--- config.mk ---
export PLATFORM = sky130hd
export DESIGN_NAME = regfile_window_reader
export DESIGN_NICKNAME = d
export VERILOG_FILES = /design/src/rtl/regfile_rd_pkg.sv /design/src/rtl/window_addr_gen.sv /design/src/rtl/regfile_window_reader.sv
export SDC_FILE = /design/constraint.sdc
export NUM_CORES = 1
export LEC_CHECK = 0
export ABC_AREA = 1
export CORE_UTILIZATION = 35
export CTS_CLUSTER_SIZE = 25
export DETAILED_ROUTE_END_ITERATION = 6
export GPL_ROUTABILITY_DRIVEN = 0
export PLACE_DENSITY = 0.68
export SLEW_MARGIN = 0
export SYNTH_ARGS = -nofsm -noshare
export SYNTH_HDL_FRONTEND = slang
export SYNTH_SLANG_ARGS = --single-unit
export TNS_END_PERCENT = 50
--- constraint.sdc ---
create_clock -name clk -period 2.5 [get_ports clk]
set_clock_uncertainty 0.2 [all_clocks]
set_input_delay 0.625 -clock clk [delete_from_list [all_inputs] [get_ports clk]]
set_output_delay 0.625 -clock clk [all_outputs]
set_load 0.02 [all_outputs]
--- src/rtl/regfile_rd_pkg.sv ---
// Shared types and constants for the register-file window reader.
package regfile_rd_pkg;

  typedef enum logic [1:0] {
    IDLE  = 2'd0,
    RUN   = 2'd1,
    DRAIN = 2'd2,
    DONE  = 2'd3
  } rd_state_e;

  localparam int NUM_TAPS = 4;
  localparam int RF_DEPTH = 32;
  localparam int COORD_W  = 4;

endpackage

--- src/rtl/window_addr_gen.sv ---
// Combinational tap-address generator for a 2x2 window at origin (row,col).
// Tap-valid bits exist only when REGFILE_WINDOW_READER_PAD_EN is defined.
module window_addr_gen
  import regfile_rd_pkg::*;
#(
  parameter int ADDR_WIDTH = 5,
  parameter int IMG_W      = 4
`ifdef REGFILE_WINDOW_READER_PAD_EN
  ,
  parameter int IMG_H      = 4
`endif
) (
  input  logic [COORD_W-1:0]    row,
  input  logic [COORD_W-1:0]    col,
  output logic [ADDR_WIDTH-1:0] add_1,
  output logic [ADDR_WIDTH-1:0] add_2,
  output logic [ADDR_WIDTH-1:0] add_3,
  output logic [ADDR_WIDTH-1:0] add_4
`ifdef REGFILE_WINDOW_READER_PAD_EN
  ,
  output logic [NUM_TAPS-1:0]   tap_ok
`endif
);

  assign add_1 = ADDR_WIDTH'(32'(row) * IMG_W + 32'(col));
  assign add_2 = ADDR_WIDTH'(32'(row) * IMG_W + 32'(col) + 32'd1);
  assign add_3 = ADDR_WIDTH'((32'(row) + 32'd1) * IMG_W + 32'(col));
  assign add_4 = ADDR_WIDTH'((32'(row) + 32'd1) * IMG_W + 32'(col) + 32'd1);

`ifdef REGFILE_WINDOW_READER_PAD_EN
  // Right column / bottom row taps fall off the tile at the last col / row.
  assign tap_ok[0] = 1'b1;
  assign tap_ok[1] = (32'(col) + 32'd1) < IMG_W;
  assign tap_ok[2] = (32'(row) + 32'd1) < IMG_H;
  assign tap_ok[3] = ((32'(col) + 32'd1) < IMG_W) && ((32'(row) + 32'd1) < IMG_H);
`endif

endmodule

--- src/rtl/regfile_window_reader.sv ---
// Streams stride-1 2x2 windows of a register-file tile over valid/ready.
// Optional zero-padded full scan: REGFILE_WINDOW_READER_PAD_EN.
module regfile_window_reader
  import regfile_rd_pkg::*;
#(
  parameter int DATA_WIDTH = 8,
  parameter int ADDR_WIDTH = 5,
  parameter int IMG_W      = 4,
  parameter int IMG_H      = 4
) (
  input  logic                           clk,
  input  logic                           nrst,
  input  logic                           start,
  output logic                           busy,
  output logic                           done,
  output logic [ADDR_WIDTH-1:0]          rd_add_1,
  output logic [ADDR_WIDTH-1:0]          rd_add_2,
  output logic [ADDR_WIDTH-1:0]          rd_add_3,
  output logic [ADDR_WIDTH-1:0]          rd_add_4,
  input  logic [DATA_WIDTH-1:0]          rd_data_1,
  input  logic [DATA_WIDTH-1:0]          rd_data_2,
  input  logic [DATA_WIDTH-1:0]          rd_data_3,
  input  logic [DATA_WIDTH-1:0]          rd_data_4,
  output logic                           win_valid,
  input  logic                           win_ready,
  output logic [NUM_TAPS*DATA_WIDTH-1:0] win_data,
  output logic [COORD_W-1:0]             win_row,
  output logic [COORD_W-1:0]             win_col,
  output logic                           win_last
);

`ifdef REGFILE_WINDOW_READER_PAD_EN
  localparam int LAST_R = IMG_H - 1;
  localparam int LAST_C = IMG_W - 1;
`else
  localparam int LAST_R = IMG_H - 2;
  localparam int LAST_C = IMG_W - 2;
`endif
  localparam logic [COORD_W-1:0] LAST_R_V = COORD_W'(LAST_R);
  localparam logic [COORD_W-1:0] LAST_C_V = COORD_W'(LAST_C);
  localparam logic [COORD_W-1:0] ONE_V    = COORD_W'(1'b1);
  localparam logic [COORD_W-1:0] ZERO_V   = {COORD_W{1'b0}};

  rd_state_e                     state_r, state_nxt;
  logic [COORD_W-1:0]            r_r, c_r, r_nxt, c_nxt;
  logic [ADDR_WIDTH-1:0]         add_1_s, add_2_s, add_3_s, add_4_s;
  logic [NUM_TAPS*DATA_WIDTH-1:0] taps_s;
  logic                          load_s, last_s;

`ifdef REGFILE_WINDOW_READER_PAD_EN
  logic [NUM_TAPS-1:0] tap_ok_s;

  window_addr_gen #(.ADDR_WIDTH(ADDR_WIDTH), .IMG_W(IMG_W), .IMG_H(IMG_H)) u_addr (
    .row(r_r), .col(c_r),
    .add_1(add_1_s), .add_2(add_2_s), .add_3(add_3_s), .add_4(add_4_s),
    .tap_ok(tap_ok_s)
  );

  // Out-of-tile taps read address 0 and contribute a zero sample.
  assign rd_add_1 = tap_ok_s[0] ? add_1_s : {ADDR_WIDTH{1'b0}};
  assign rd_add_2 = tap_ok_s[1] ? add_2_s : {ADDR_WIDTH{1'b0}};
  assign rd_add_3 = tap_ok_s[2] ? add_3_s : {ADDR_WIDTH{1'b0}};
  assign rd_add_4 = tap_ok_s[3] ? add_4_s : {ADDR_WIDTH{1'b0}};
  assign taps_s = {tap_ok_s[3] ? rd_data_4 : {DATA_WIDTH{1'b0}},
                   tap_ok_s[2] ? rd_data_3 : {DATA_WIDTH{1'b0}},
                   tap_ok_s[1] ? rd_data_2 : {DATA_WIDTH{1'b0}},
                   tap_ok_s[0] ? rd_data_1 : {DATA_WIDTH{1'b0}}};
`else
  window_addr_gen #(.ADDR_WIDTH(ADDR_WIDTH), .IMG_W(IMG_W)) u_addr (
    .row(r_r), .col(c_r),
    .add_1(add_1_s), .add_2(add_2_s), .add_3(add_3_s), .add_4(add_4_s)
  );

  assign rd_add_1 = add_1_s;
  assign rd_add_2 = add_2_s;
  assign rd_add_3 = add_3_s;
  assign rd_add_4 = add_4_s;
  assign taps_s   = {rd_data_4, rd_data_3, rd_data_2, rd_data_1};
`endif

  assign load_s = (state_r == RUN) && (!win_valid || win_ready);
  assign last_s = (r_r == LAST_R_V) && (c_r == LAST_C_V);

  // Next-state and column-first counter advance.
  always_comb begin
    state_nxt = state_r;
    r_nxt     = r_r;
    c_nxt     = c_r;
    case (state_r)
      IDLE: begin
        if (start) begin
          state_nxt = RUN;
          r_nxt     = ZERO_V;
          c_nxt     = ZERO_V;
        end else begin
          state_nxt = IDLE;
        end
      end
      RUN: begin
        if (!load_s) begin
          state_nxt = RUN;
        end else if (last_s) begin
          // Park counters on (0,0) so idle addressing points at the first window.
          state_nxt = DRAIN;
          r_nxt     = ZERO_V;
          c_nxt     = ZERO_V;
        end else if (c_r == LAST_C_V) begin
          c_nxt = ZERO_V;
          r_nxt = r_r + ONE_V;
        end else begin
          c_nxt = c_r + ONE_V;
        end
      end
      DRAIN: begin
        if (win_valid && win_ready) begin
          state_nxt = DONE;
        end else begin
          state_nxt = DRAIN;
        end
      end
      DONE:    state_nxt = IDLE;
      default: state_nxt = IDLE;
    endcase
  end

  // State, counters and the registered output window.
  always_ff @(posedge clk) begin
    if (!nrst) begin
      state_r   <= IDLE;
      r_r       <= ZERO_V;
      c_r       <= ZERO_V;
      busy      <= 1'b0;
      done      <= 1'b0;
      win_valid <= 1'b0;
      win_last  <= 1'b0;
      win_data  <= {(NUM_TAPS*DATA_WIDTH){1'b0}};
      win_row   <= ZERO_V;
      win_col   <= ZERO_V;
    end else begin
      state_r <= state_nxt;
      r_r     <= r_nxt;
      c_r     <= c_nxt;
      busy    <= (state_nxt != IDLE);
      done    <= (state_r == DONE);
      if (load_s) begin
        win_valid <= 1'b1;
        win_data  <= taps_s;
        win_row   <= r_r;
        win_col   <= c_r;
        win_last  <= last_s;
      end else if (win_valid && win_ready) begin
        win_valid <= 1'b0;
        win_last  <= 1'b0;
      end
    end
  end

endmodule
==> results.py, run 1 <==
metrics = {
    "synth": {
        "synth.avg_cell_area_um2": 7.58,
        "synth_cells": 307,
        "yosysUniqueCellTypes": 26,
        "synth.ff_latch_count": 54,
        "yosysSeqAreaShare_pct": 46.5,
        "synth_nets": 351,
        "mappedNetlistArea_um2": 2330,
        "yosys_warnings": 0,
    },
    "timing": {
        "timing.max_slew.rel_slack_pct": 70.1,
        "worst_pin_slew_ns": 0.446,
        "finalWorstPathRequiredPeriod_ns": 2.79,
        "timing_hold_violations_final": 0,
        "final_max_slew_viol_count": 0,
        "finalCritPeriodShare_pct": 112,
        "worst_slack_ns": -0.288,
        "finalSetupViolCount": 8,
        "unrepaired_setup_endpoints_after_global_routing": "true",
        "clock.fmax_mhz": 359,
    },
    "layout": {
        "layout.nets": 466,
        "n_antenna_cell": 0,
        "number_of_inserted_filler_cells_in_the_final_layout": 584,
        "layout.core_utilization_pct": 58.7,
        "area_delta_synth_final_pct": 61.2,
        "final_layout_size_suffix_gt1_share_pct": 18.0,
    },
    "global_route": {
        "grt-ovfl-total": 0,
        "groute.usage.overall_pct": 16.7,
        "grt_start_max_net_pins": 19,
        "grt_antenna_before_repair": 0,
        "first_global_vias": 2081,
        "grt_first_pass_wirelength_um": 9360,
    },
    "worst_setup_path": {
        "top_fanout_value_on_the_critical_path": 3,
        "worst_ep_arrival_time_ns": 1.96,
        "setup.worst_path.start_class": "flip-flop",
        "cp.buffers_inverters": 4,
        "crit_path_cell_trace": "inv_2, ha_4, inv_2, fa_2, buf_6, xor2_1, buf_4",
        "crit_family": "adder cells",
        "worstPathRequired_ns": 1.67,
        "critical_path.most_common_cell": "inv_2",
        "worst-setup-path-type": "flip-flop to primary output",
        "critical_path.endpoint_type": "primary output",
        "critical_path.max_stage_delay_ns": 0.57,
        "cpMaxStageDelayCell": "fa_2",
    },
    "status": {
        "run_status": "finished with violations",
        "failing_checks": "negative setup slack",
    },
    "clock_tree": {
        "clock_pin_slew_on_the_worst_setup_and_hold_paths_ns": 0.09,
        "cts_inserted_buffers": 5,
        "cts.htree.levels": 2,
        "ctsRootBufferMaster": "clkbuf_8",
        "cts.sink_count": 54,
        "tritoncts": "built",
        "max_buffers_root_to_sink": 2,
        "hold_fix_buffers_at_cts": 0,
        "clkLatencyLatePin_ns": 0.31,
    },
    "routing": {
        "drt-pass1-iter-count": 4,
        "drtIter0Drc": 75,
        "route.vias.total": 2274,
        "total_wire_length_after_detailed_routing_um": 5810,
        "drt-wirelength-per-cell_um": 11.6,
        "remaining_drc_errors": 0,
        "route.antenna.remaining_nets": 0,
        "avgViaCountPerCell": 4.55,
    },
    "placed_design": {
        "detailedPlacementHpwl_um": 4230,
        "number_of_i_o_port_buffers": 99,
    },
    "pwr": {
        "p_total_uw": 2190,
        "p_leak_uw": 0.00164,
        "power_density_nw_per_um2": 585,
        "max-vdd-ir-drop_mv": 0.265,
    },
    "floorplanning": {
        "chipHeight_um": 83.5,
        "floorplan.initialDensity_pct": 36.4,
        "chipWidth_um": 83.5,
        "floorplan.io_pins": 100,
        "core_um2": 6390,
        "num_rows": 29,
        "die_area_um2": 6980,
    },
    "worst_hold_path": {
        "hold_path.class": "flip-flop to flip-flop",
    },
    "job": {
        "maxCapViolations": 0,
    },
}
final timing paths:
kind	cells after the start	slack (ns)	end	start
setup reg to reg	7	0.84	win_data[12]	state_r[0]
setup / recovery	7	-0.29	rd_add_4[3]	r_r[0]
hold / removal	2	0.29	win_data[10]	win_data[10]
hold reg to reg	2	0.29	win_data[10]	win_data[10]
layout make-up:
type	count	area [um2]	share of cell area, %
timing repair buffer	128	1240	33.1
clock buffer	6	82.6	2.20
sequential	54	1090	29.0
tap	77	96.3	2.57
clock inverter	2	12.5	0.334
multi-input combinational	205	1120	30.0
inverter	28	105	2.80
per-stage QoR:
stage / instances / setup TNS (ns) / worst slack, ns / hold slack, ns / cell area (um2)
floorplan: 307 / -0.173 / -0.0845 / 0.270 / 2360
global placement: 487 / -2.61 / -0.431 / 0.263 / 3530
detailed placement: 487 / -2.94 / -0.495 / 0.273 / 3530
CTS: 496 / -1.82 / -0.295 / 0.293 / 3670
global route: 500 / -2.16 / -0.384 / 0.315 / 3750
finish: 500 / -1.58 / -0.288 / 0.290 / 3750
repair_timing:
item,in CTS,in global routing
hold endpoints to repair,0,0
setup buffers,1,5
setup endpoints to repair,14,10
resized for setup,59,20
pin swaps,3,7
synthesized netlist by cell type:
library cell,count,area [um2]
a21oi_1,11,55.1
buf_1,1,3.75
buf_2,3,15.0
buf_4,6,45.0
buf_6,3,33.8
clkbuf_1,6,22.5
clkbuf_2,1,5.00
dfxtp_1,54,1080
fa_1,2,40.0
ha_1,6,75.1
inv_1,26,97.6
inv_2,2,7.51
nand2_1,42,158
nand2_2,1,6.26
nand2_4,3,33.8
nand3_1,7,35.0
nand3_2,1,10.0
nand4_1,1,6.26
nor2_1,78,293
nor2_4,1,11.3
nor3_1,1,5.00
nor3b_1,1,7.51
o211ai_1,1,7.51
o21ai_0,42,210
xnor2_1,5,43.8
xor2_1,2,17.5
metal layers:
layer	track usage [%]	vias up	routed length, um	part of all wire, %
li1	-	1179	-	-
met1	20.6	1008	2530	44
met2	27.5	77	2730	47
met3	4.85	10	424	7.3
met4	6.47	0	124	2.1
met5	0	-	0	0
tightest hold or removal path, stage by stage (launching register included):
cell,delay [ns]
dfxtp_1,0.32
nor2_1,0.09
nor2_1,0.05
flip-flops by register name, summed over array words and instances (netlist names):
name,cells
c_r,4
state_r,2
win_row,4
win_data,32
busy,1
done,1
r_r,4
win_last,1
win_col,4
win_valid,1
cells by family after synthesis:
logic type | share of synthesized area (%)
simple gates | 24.3
compound gates | 11.7
flops | 46.5
buf+inv | 9.90
fa+ha+maj | 4.95
xor+xnor | 2.64
report_power, final:
group / internal [uW] / switching [uW]
Sequential: 937 / 40.7
Clock: 223 / 285
Combinational: 345 / 363
Total: 1510 / 689
cell usage in the layout (no fill, tap or decap), types with 4 or more instances in the layout:
| cell type | Yosys | final |
|---|---|---|
| a21oi_1 | 11 | 11 |
| buf_4 | 6 | 26 |
| buf_6 | 3 | 10 |
| clkbuf_8 | 0 | 6 |
| clkdlybuf4s50_1 | 0 | 85 |
| dfxtp_1 | 54 | 50 |
| dfxtp_2 | 0 | 4 |
| inv_1 | 26 | 22 |
| inv_2 | 2 | 6 |
| nand2_1 | 42 | 42 |
| nand3_1 | 7 | 5 |
| nor2_1 | 78 | 78 |
| o21ai_0 | 42 | 42 |
(Power assumes the default switching activity.)
==> inputs of run 2 (changes only) <==
--- a/config.mk
+++ b/config.mk
@@ -10,8 +10,8 @@
 export CTS_CLUSTER_SIZE = 25
 export DETAILED_ROUTE_END_ITERATION = 6
 export GPL_ROUTABILITY_DRIVEN = 0
-export PLACE_DENSITY = 0.68
-export SLEW_MARGIN = 0
+export PLACE_DENSITY_LB_ADDON = 0.12
+export SLEW_MARGIN = 20
 export SYNTH_ARGS = -nofsm -noshare
 export SYNTH_HDL_FRONTEND = slang
 export SYNTH_SLANG_ARGS = --single-unit
==> run 2 against run 1 <==
The run still ends with negative setup slack left; non-clock buffer count unchanged; core utilization increased by 0.25 points; first-iteration DRC count increased by 40%; worst hold slack about the same; worst setup slack improved by 0.0090 ns; clock power increased by 19%.
==> results.py, run 2 (synthesized netlist as in run 1, its figures left out) <==
metrics = {
    "status": {
        "run_status": "finished with violations",
        "failing_checks": "negative setup slack",
    },
    "clock_tree": {
        "max_buffers_root_to_sink": 2,
        "cts.htree.levels": 2,
        "clock_pin_slew_on_the_worst_setup_and_hold_paths_ns": 0.10,
        "cts_inserted_buffers": 5,
        "tritoncts": "built",
        "ctsRootBufferMaster": "clkbuf_8",
        "clkLatencyLatePin_ns": 0.30,
        "cts.sink_count": 54,
        "hold_fix_buffers_at_cts": 0,
    },
    "routing": {
        "total_wire_length_after_detailed_routing_um": 5680,
        "drt-pass1-iter-count": 4,
        "avgViaCountPerCell": 4.43,
        "drt-wirelength-per-cell_um": 11.4,
        "route.antenna.remaining_nets": 0,
        "route.vias.total": 2216,
        "remaining_drc_errors": 0,
        "drtIter0Drc": 105,
    },
    "worst_setup_path": {
        "worstPathRequired_ns": 1.67,
        "critical_path.endpoint_type": "primary output",
        "worst-setup-path-type": "flip-flop to primary output",
        "worst_ep_arrival_time_ns": 1.95,
        "top_fanout_value_on_the_critical_path": 3,
        "reg2regPathDepth": 10,
        "setup.worst_path.start_class": "flip-flop",
    },
    "global_route": {
        "grt-ovfl-total": 0,
        "grt_antenna_before_repair": 0,
        "first_global_vias": 2002,
        "grt_start_max_net_pins": 46,
        "grt_first_pass_wirelength_um": 9410,
        "groute.usage.overall_pct": 16.6,
    },
    "layout": {
        "largest-register": "win_data",
        "final_layout_size_suffix_gt1_share_pct": 17.7,
        "n_antenna_cell": 0,
        "most-common-layout-cells": "clkdlybuf4s50_1 (85), nor2_1 (78), dfxtp_1 (51)",
        "number_of_flip_flops_under_the_largest_register_name": 32,
        "area_delta_synth_final_pct": 61.9,
        "layout.nets": 466,
        "layout.core_utilization_pct": 59.0,
        "most_common_cell_after_layout_fill_and_taps_aside": "clkdlybuf4s50_1",
    },
    "floorplanning": {
        "floorplan.initialDensity_pct": 36.4,
        "die_area_um2": 6980,
        "chipHeight_um": 83.5,
        "floorplan.io_pins": 100,
        "num_rows": 29,
        "chipWidth_um": 83.5,
        "core_um2": 6390,
    },
    "timing": {
        "finalCritPeriodShare_pct": 111,
        "finalWorstPathRequiredPeriod_ns": 2.78,
        "hold-worst-slack_ns": 0.289,
        "final_max_slew_viol_count": 0,
        "timing.max_slew.rel_slack_pct": 78.7,
        "unrepaired_setup_endpoints_after_global_routing": "true",
        "worst_pin_slew_ns": 0.319,
        "tns_ns": -1.38,
        "finalSetupViolCount": 8,
        "clock.fmax_mhz": 360,
        "timing_hold_violations_final": 0,
        "worst_slack_ns": -0.279,
    },
    "placed_design": {
        "pre_cts_ws_ns": -0.507,
        "detailedPlacementHpwl_um": 4140,
        "number_of_i_o_port_buffers": 99,
    },
    "pwr": {
        "p_leak_uw": 0.00165,
        "power_density_nw_per_um2": 607,
        "max-vdd-ir-drop_mv": 0.296,
    },
    "worst_hold_path": {
        "holdPathStages": 2,
        "hold_path.class": "flip-flop to flip-flop",
    },
    "job": {
        "maxCapViolations": 0,
    },
}
-- run 2: changes by cell type in the layout (fill, tap and decap cells not counted) --
cell	change
bufinv_16	+1
inv_8	+1
clkinv_2	-1
clkbuf_8	-1
dfxtp_1	+1
xnor2_2	-1
buf_6	+1
xnor2_1	+1
dlygate4sd2_1	-1
dfxtp_2	-1
-- run 2: report_power, final --
| group | total [uW] | internal [uW] | switching, uW |
|---|---|---|---|
| registers | 976 | 937 | 38.8 |
| logic | 703 | 338 | 364 |
| clock network | 606 | 305 | 301 |
-- run 2: critical path, stage by stage (launching register included) --
cell	delay [ns]
dfxtp_2	0.35
inv_2	0.06
ha_4	0.27
inv_2	0.03
fa_2	0.37
xnor2_4	0.16
buf_12	0.14
xnor2_4	0.14
buf_6	0.13
-- run 2: layer usage --
layer	part of all wire [%]	global-route usage [%]	vias to the layer above	routed length [um]
li1	-	-	1181	-
met1	47	21.6	966	2690
met2	46	27.4	64	2620
met3	5.6	4.25	5	321
met4	0.84	4.62	0	48
met5	0	0	-	0
-- run 2: repair_timing --
action,4_1_cts,5_1_grt
endpoints found under the hold margin,0,0
setup endpoints to repair,14,10
gates resized for setup,63,16
pin swaps,4,5
buffers inserted,3,2
-- run 2: path summary, 6_finish.rpt --
| kind | startpoint | endpoint | slack (ns) |
|---|---|---|---|
| min | win_data[16] | win_data[16] | 0.29 |
| max reg2reg | r_r[0] | r_r[2] | 0.86 |
| min reg2reg | win_data[16] | win_data[16] | 0.29 |
| max | r_r[0] | rd_add_4[4] | -0.28 |
-- run 2: area by class of cell --
class	count	area (um2)
Clock buffer	5	68.8
Fill cell	611	2620
Sequential cell	54	1080
Inverter	28	105
Clock inverter	3	48.8
Multi-Input combinational cell	205	1120
Timing Repair Buffer	128	1240
Tap cell	77	96.3
-- run 2: metrics by stage --
| step | std cells | instance area, um2 | total power [uW] |
|---|---|---|---|
| 2_1_floorplan | 307 | 2360 | 1360 |
| 3_3_place_gp | 487 | 3520 | 1680 |
| 6_report | 500 | 3760 | 2280 |
| 3_5_place_dp | 487 | 3520 | 1690 |
| 5_1_grt | 500 | 3760 | 2410 |
| 4_1_cts | 498 | 3710 | 2300 |
==> inputs of run 3 (changes only) <==
--- a/config.mk
+++ b/config.mk
@@ -11,6 +11,7 @@
 export DETAILED_ROUTE_END_ITERATION = 6
 export GPL_ROUTABILITY_DRIVEN = 0
 export PLACE_DENSITY_LB_ADDON = 0.12
+export REMOVE_ABC_BUFFERS = 1
 export SLEW_MARGIN = 20
 export SYNTH_ARGS = -nofsm -noshare
 export SYNTH_HDL_FRONTEND = slang
==> run 3 against run 2 <==
The run still ends with negative setup slack left; sequential share of layout area is 0.54 points higher; die area unchanged; critical path depth down 1; first-iteration DRC count is 60% lower; sequential power is essentially flat; core utilization is 0.96 points lower; wire length grew 2.1%; worst hold slack worse by 0.00096 ns; power decreased by 3.5%; fmax up 0.16%; largest power group unchanged; highest routed layer unchanged.
==> results.py, run 3 (synthesized netlist as in run 1, its figures left out) <==
metrics = {
    "floorplanning": {
        "floorplan.initialDensity_pct": 36.4,
        "chipHeight_um": 83.5,
        "num_rows": 29,
        "core_um2": 6390,
        "die_area_um2": 6980,
        "floorplan.io_pins": 100,
        "chipWidth_um": 83.5,
    },
    "global_route": {
        "grt_start_max_net_pins": 46,
        "grt_antenna_before_repair": 0,
        "first_global_vias": 1977,
        "grt_first_pass_wirelength_um": 9440,
        "grt-ovfl-total": 0,
        "groute.usage.overall_pct": 16.7,
    },
    "timing": {
        "timing_hold_violations_final": 0,
        "clock.fmax_mhz": 360,
        "hold-worst-slack_ns": 0.288,
        "final_max_slew_viol_count": 0,
        "unrepaired_setup_endpoints_after_global_routing": "true",
        "worst_pin_slew_ns": 0.318,
        "finalWorstPathRequiredPeriod_ns": 2.77,
        "timing.max_slew.rel_slack_pct": 78.8,
        "worst_slack_ns": -0.275,
        "finalSetupViolCount": 8,
        "finalCritPeriodShare_pct": 111,
    },
    "worst_setup_path": {
        "critical_path.endpoint_type": "primary output",
        "crit_family": "adder cells",
        "critical_path.most_common_cell": "inv_2",
        "top_fanout_value_on_the_critical_path": 2,
        "worst-setup-path-type": "flip-flop to primary output",
        "worst_ep_arrival_time_ns": 1.95,
        "cpMaxStageDelayCell": "fa_2",
        "crit_path_cell_trace": "inv_2, ha_4, inv_2, fa_2, buf_6, xor2_1, buf_4",
        "setup.worst_path.start_class": "flip-flop",
        "worstPathRequired_ns": 1.67,
        "critical_path.max_stage_delay_ns": 0.55,
        "cp.buffers_inverters": 4,
    },
    "routing": {
        "drt-pass1-iter-count": 4,
        "drt-wirelength-per-cell_um": 11.7,
        "avgViaCountPerCell": 4.46,
        "total_wire_length_after_detailed_routing_um": 5800,
        "route.antenna.remaining_nets": 0,
        "drtIter0Drc": 42,
        "remaining_drc_errors": 0,
        "route.vias.total": 2220,
    },
    "layout": {
        "n_antenna_cell": 0,
        "number_of_flip_flops_under_the_largest_register_name": 32,
        "largest-register": "win_data",
        "final_layout_size_suffix_gt1_share_pct": 17.3,
        "most_common_cell_after_layout_fill_and_taps_aside": "clkdlybuf4s50_1",
        "area_delta_synth_final_pct": 59.2,
        "layout.nets": 464,
        "layout.core_utilization_pct": 58.0,
        "most-common-layout-cells": "clkdlybuf4s50_1 (85), nor2_1 (78), dfxtp_1 (51)",
        "final_cells": 498,
    },
    "clock_tree": {
        "cts_inserted_buffers": 5,
        "tritoncts": "built",
        "cts.htree.levels": 2,
        "cts.sink_count": 54,
        "clkLatencyLatePin_ns": 0.30,
        "max_buffers_root_to_sink": 2,
        "ctsRootBufferMaster": "clkbuf_8",
        "clock_pin_slew_on_the_worst_setup_and_hold_paths_ns": 0.10,
    },
    "pwr": {
        "p_leak_uw": 0.00163,
        "power.share.combinational_pct": 32.1,
        "power_density_nw_per_um2": 595,
        "internal_portion_of_total_power_uw": 1510,
        "clockPowerShare_pct": 23.7,
        "max-vdd-ir-drop_mv": 0.334,
        "p_total_uw": 2200,
        "switching_power_uw": 699,
        "proportion_of_power_drawn_by_flip_flops_and_latches_pct": 44.2,
        "switching_share_pct": 31.7,
    },
    "placed_design": {
        "detailedPlacementHpwl_um": 4110,
        "pre_cts_ws_ns": -0.478,
        "post-place-cells": 484,
        "number_of_i_o_port_buffers": 99,
    },
    "status": {
        "run_status": "finished with violations",
        "failing_checks": "negative setup slack",
    },
    "job": {
        "maxCapViolations": 0,
    },
    "worst_hold_path": {
        "hold_path.class": "flip-flop to flip-flop",
    },
}
[run 3: stage by stage]
stage	TNS (ns)	area (um2)
3_5_place_dp	-3.17	3470
4_1_cts	-1.32	3670
6_report	-1.26	3700
5_1_grt	-1.74	3700
2_1_floorplan	-0.627	2200
3_3_place_gp	-2.85	3470
[run 3: path summary, 6_finish.rpt]
kind | startpoint | to | slack (ns) | cells after the start
max reg2reg | c_r[0] | c_r[2] | 0.79 | 9
min reg2reg | win_data[25] | win_data[25] | 0.29 | 2
min | win_data[25] | win_data[25] | 0.29 | 2
max | r_r[0] | rd_add_4[3] | -0.27 | 7
[run 3: final cells by class]
type,instances,area (um2)
sequential,54,1090
tap,77,96.3
inverter,28,105
timing repair buffer,126,1210
clock inverter,2,17.5
multi-input combinational,205,1100
fill,581,2680
clock buffer,6,82.6
[run 3: power groups by stage]
stage | Clock (uW) | Sequential (uW) | Combinational (uW)
after global placement | 0 | 991 | 685
after detailed placement | 0 | 994 | 688
after global routing | 579 | 987 | 766
final | 522 | 975 | 707
after CTS | 551 | 977 | 703
after floorplan | 0 | 1090 | 229
[run 3: routing by layer]
metal / global-route usage, % / wire length (um) / share of wire, %
met3: 5.04 / 366 / 6.3
met2: 27.0 / 2610 / 45
met5: 0 / 0 / 0
met1: 21.6 / 2740 / 47
met4: 4.78 / 91 / 1.6
[run 3: worst min-delay path, cell delays in order (launching register included)]
cell and delay [ns]:
dfxtp_1 0.34, nor2_1 0.05, nor2_1 0.08
[run 3: repair_timing]
item	4_1_cts	5_1_grt
endpoints found under the setup margin	14	11
setup buffers	4	2
hold buffers	0	0
pin swaps	8	3
resized for setup	73	9
==> edit 1 (config.mk and constraints of run 2) <==
Reset style: asynchronous (`nrst`), changed in one clocked block.
--- a/src/rtl/regfile_window_reader.sv
+++ b/src/rtl/regfile_window_reader.sv
@@ -124,7 +124,7 @@
   end
 
   // State, counters and the registered output window.
-  always_ff @(posedge clk) begin
+  always_ff @(posedge clk or negedge nrst) begin
     if (!nrst) begin
       state_r   <= IDLE;
       r_r       <= ZERO_V;
Function: differs if nrst is asserted again (counterexample within 4 cycles, from zero or initial values and one cycle with nrst low); with nrst held inactive, the same outputs for 10 cycles.
==> edit 1 against run 2 <==
The run still ends with setup timing left. Sequential cell count stayed put. Wire length is 5.3% higher. Cell area up 4.9%. Area after synthesis rose by 8.6%. Worst setup slack got worse by 0.010 ns. Die area is 8.3% higher. Critical path type unchanged.
Power is not compared: it rests on default switching activity, and its combinational part moved more than twofold at a synthesized area within 25%.
==> edit 1: results (changes against run 2) <==
run status=finished, violations left (unchanged); violations in the final reports=setup timing (unchanged); GR met2 Demand/Resource=27.0% (was 27.4%); Iter 0 DRT Violations=83 (was 105); area leader, netlist=dfrtp_1 (was dfxtp_1); slowest stage delay, CP=0.55 ns (was 0.37 ns); pre-CTS setup slack=-0.495 ns (was -0.507 ns); worst skew pair latency=just over 0.3 ns; Total GRT Usage=17.0% (was 16.6%); Max-slew headroom=69.5% (was 78.7%); CTS Buf Count=5 (unchanged); setup TNS=-1.41 ns (was -1.38 ns); Worst Slack Setup Final=-0.289 ns (was -0.279 ns); Peak VDD IR=0.000582 V; via/cell ratio=4.52 (was 4.43); Async S/R FF share, synth=100% (was 0%); final hold slack=0.0540 ns (was 0.289 ns); Netlist cell types=23 (was 26); Syn Nets=337 (was 351); # Post-CTS Setup Buffers=1 (was 3); sequential-to-total area share from yosys stat=53.5% (was 46.5%); R2R Setup Slk=0.80 ns (was 0.86 ns); mean post-synth cell area=8.62 sq um (was 7.58 sq um); met3 Use GR=4.55% (was 4.25%); Synth top cells by count=101 x nand2_1, 54 x dfrtp_1, 42 x nand3_1 (was 78 x nor2_1, 54 x dfxtp_1, 42 x nand2_1, 42 x o21ai_0, 26 x inv_1); layout cells sized above 1=17.7% (about the same); Top Metal Used=met4 (unchanged); Area after DPL=0.00379 sq mm (was 0.00352 sq mm); M1 GR Usage=22.5% (was 21.6%); vias in the first global route=2118 (was 2002); met1 WL=2670 microns (was 2690 microns); Setup violations, final=8 (unchanged); synth top area cells=dfrtp_1 54%, nand2_1 15%, nand3_1 8.3%, inv_1 3.6%, ha_1 3.0% (was dfxtp_1 46%, nor2_1 13%, o21ai_0 9.0%, nand2_1 6.8%, inv_1 4.2%); global-route wire length before repair=9890 microns (was 9410 microns); post-DR wirelength/cell=11.9 microns (was 11.4 microns); met2 WL=2850 microns (was 2620 microns); H-Tree Depth=2 (unchanged); Top reg by flops=win_data (unchanged); FILL cells=643 (was 611); Worst setup startpoint=r_r[0] (unchanged); Worst R2R Start=r_r[0] (unchanged); drt first pass iters=5 (was 4); dpl cells=495 (was 487); yosys warns=0 (unchanged); clock root cell=clkbuf_8 (unchanged); Antenna Cells=0 (unchanged); fin nets=451 (was 466); RR Endpoint=r_r[2] (unchanged); static leakage=just under 2 nW; Vias=2276 (was 2216); Setup crit end=rd_add_4[4] (unchanged); DP HPWL=4440 microns (was 4140 microns); max reg flops=32 (unchanged); largest net degree at the start of global routing=35 (was 46); post_cts resized=66 (was 63); worst min path class=input port to async pin (was flip-flop to flip-flop); R2R depth=8 (was 10); # hold bufs at CTS=0 (unchanged); Clock Tree Buf Depth=2 (unchanged); met3 routed WL=384 microns (was 321 microns)
## edit 1: layout make-up
| cell class | instances | area (sq um) | area share (%) |
|---|---|---|---|
| Clock buffer | 6 | 82.6 | 2.09 |
| Inverter | 26 | 100 | 2.54 |
| Sequential cell | 54 | 1350 | 34.3 |
| Timing Repair Buffer | 125 | 1190 | 30.3 |
| Multi-Input combinational cell | 195 | 1070 | 27.0 |
| Clock inverter | 1 | 30.0 | 0.761 |
| Tap cell | 96 | 120 | 3.04 |
## edit 1: cell families after synthesis
logic type / synth area share [%]
AO/OA/AOI/OAI: 3.42
XOR/XNOR: 2.77
adder cells (fa/ha/maj): 4.56
buffers and inverters: 8.13
flip-flops: 53.5
AND/OR/NAND/NOR: 27.6
## edit 1: power by group through the flow
stage / logic [mW] / registers (mW) / clock network, mW
floorplan: 1.51 / 1.90 / 0
global placement: 3.55 / 1.49 / 0
detailed placement: 3.60 / 1.49 / 0
CTS: 3.56 / 1.49 / 0.618
global route: 3.89 / 1.53 / 0.646
finish: 3.58 / 1.48 / 0.594
==> edit 2 (config.mk and constraints of run 2) <==
Made on the original files. Set the parameter `DATA_WIDTH` to 12 (it was 8).
--- a/src/rtl/regfile_window_reader.sv
+++ b/src/rtl/regfile_window_reader.sv
@@ -3,7 +3,7 @@
 module regfile_window_reader
   import regfile_rd_pkg::*;
 #(
-  parameter int DATA_WIDTH = 8,
+  parameter int DATA_WIDTH = 12,
   parameter int ADDR_WIDTH = 5,
   parameter int IMG_W      = 4,
   parameter int IMG_H      = 4
Ports: changed (5 resized); port bits go from 100 to 132. No check against the original RTL was run, so the function may have changed too.
==> edit 2 against run 2 <==
Worst setup slack worse by 0.0019 ns. Critical path type unchanged. Largest power group unchanged. Wire length is 37% higher. Highest routed layer unchanged. Sequential cell count is 16 higher. Cell area is 24% higher. Sequential power is 30% higher. Largest cell class unchanged. Global-route usage is 1.5 points higher. The flow still finishes with violations (setup timing). Total power is 31% higher. Area after synthesis is 25% higher.
==> edit 2: results (changes against run 2) <==
Worst-path clk slew=0.07 ns (was 0.10 ns); Tightest Pin Transition=0.340 ns (was 0.319 ns); max reg flops=48 (was 32); Worst R2R Start=c_r[0] (was r_r[0]); RR Endpoint=busy (was r_r[2]); Worst Slack Setup Final=-0.281 ns (was -0.279 ns); Total GRT Usage=18.2% (was 16.6%); synth top area cells=dfxtp_1 48%, nor2_1 14%, o21ai_0 9.3%, nand2_1 3.5%, inv_1 3.0% (was dfxtp_1 46%, nor2_1 13%, o21ai_0 9.0%, nand2_1 6.8%, inv_1 4.2%); setup TNS=-1.64 ns (was -1.38 ns); violations in the final reports=setup timing (unchanged); Post-Synthesis Cells=372 (was 307); run status=finished, violations left (unchanged); Setup violations, final=10 (was 8); global-route wire length before repair=12500 microns (was 9410 microns); vias in the first global route=2708 (was 2002); pre-CTS setup slack=-0.445 ns (was -0.507 ns); fin nets=574 (was 466); hold endpoint=win_data[1] (was win_data[16]); Vias=2874 (was 2216); Iter 0 DRT Violations=57 (was 105); post-DR wirelength/cell=12.6 microns (was 11.4 microns); layout cells sized above 1=14.3% (was 17.7%); final non-filler cell total=620 (was 500); dpl cells=603 (was 487); Syn Nets=432 (was 351)
-- edit 2: cell families (layout without fill, tap and decap cells) --
family                     after synthesis  count (layout)  synth area share (%)
xor gates and xnor gates                 7               7                  2.11
adders and majority gates                8               8                  3.96
AOI/OAI and AO/OA                       75              75                  13.0
buffers and inverters                   49             195                  8.95
DFF                                     70              70                  48.2
and+or+nand+nor                        163             163                  23.8
-- edit 2: layer usage --
layer,vias to the layer above,GRT usage (%),share of wire [%]
li1,1469,-,-
met2,83,30.3,48
met5,-,0,0
met1,1308,21.5,43
met3,14,5.45,6.3
met4,0,8.21,2.1
-- edit 2: worst max-delay path by stage --
| stage | endpoint | slack [ns] |
|---|---|---|
| floorplan | rd_add_4[3] | -0.07 |
| global placement | rd_add_4[4] | -0.43 |
| detailed placement | rd_add_4[4] | -0.45 |
| CTS | rd_add_4[3] | -0.31 |
| global route | rd_add_4[3] | -0.38 |
| finish | rd_add_4[3] | -0.28 |
-- edit 2: power by group --
| group | leakage, nW | switching (mW) | internal [mW] |
|---|---|---|---|
| logic | 1.24 | 0.433 | 0.397 |
| registers | 0.577 | 0.0501 | 1.22 |
| clock network | 0.0983 | 0.421 | 0.484 |
-- edit 2: cell type report --
| class | count | share of cell area (%) |
|---|---|---|
| Multi-Input combinational cell | 253 | 28.7 |
| Inverter | 25 | 2.01 |
| Timing Repair Buffer | 155 | 32.3 |
| Tap cell | 102 | 2.73 |
| Clock buffer | 10 | 2.95 |
| Clock inverter | 5 | 1.29 |
| Sequential cell | 70 | 30.0 |
-- edit 2: through the flow --
| stage | area (sq um) | hold slack, ns | power, mW |
|---|---|---|---|
| after floorplan | 2940 | 0.292 | 1.74 |
| after global placement | 4410 | 0.263 | 2.12 |
| after detailed placement | 4410 | 0.274 | 2.13 |
| after CTS | 4640 | 0.289 | 3.04 |
| after global routing | 4670 | 0.306 | 3.18 |
| final | 4670 | 0.286 | 3.00 |
-- edit 2: what timing repair did --
action	in CTS	in global routing
setup buffers	1	1
endpoints found under the setup margin	14	12
pin swaps	4	3
gates resized for setup	56	5
cloned	0	0
-- edit 2: critical path, cell delays in order, from the launching register on --
cell and delay [ns]:
dfxtp_2 0.33, inv_2 0.05, ha_4 0.25, inv_2 0.04
fa_2 0.56, buf_6 0.11, xor2_1 0.12, buf_4 0.16
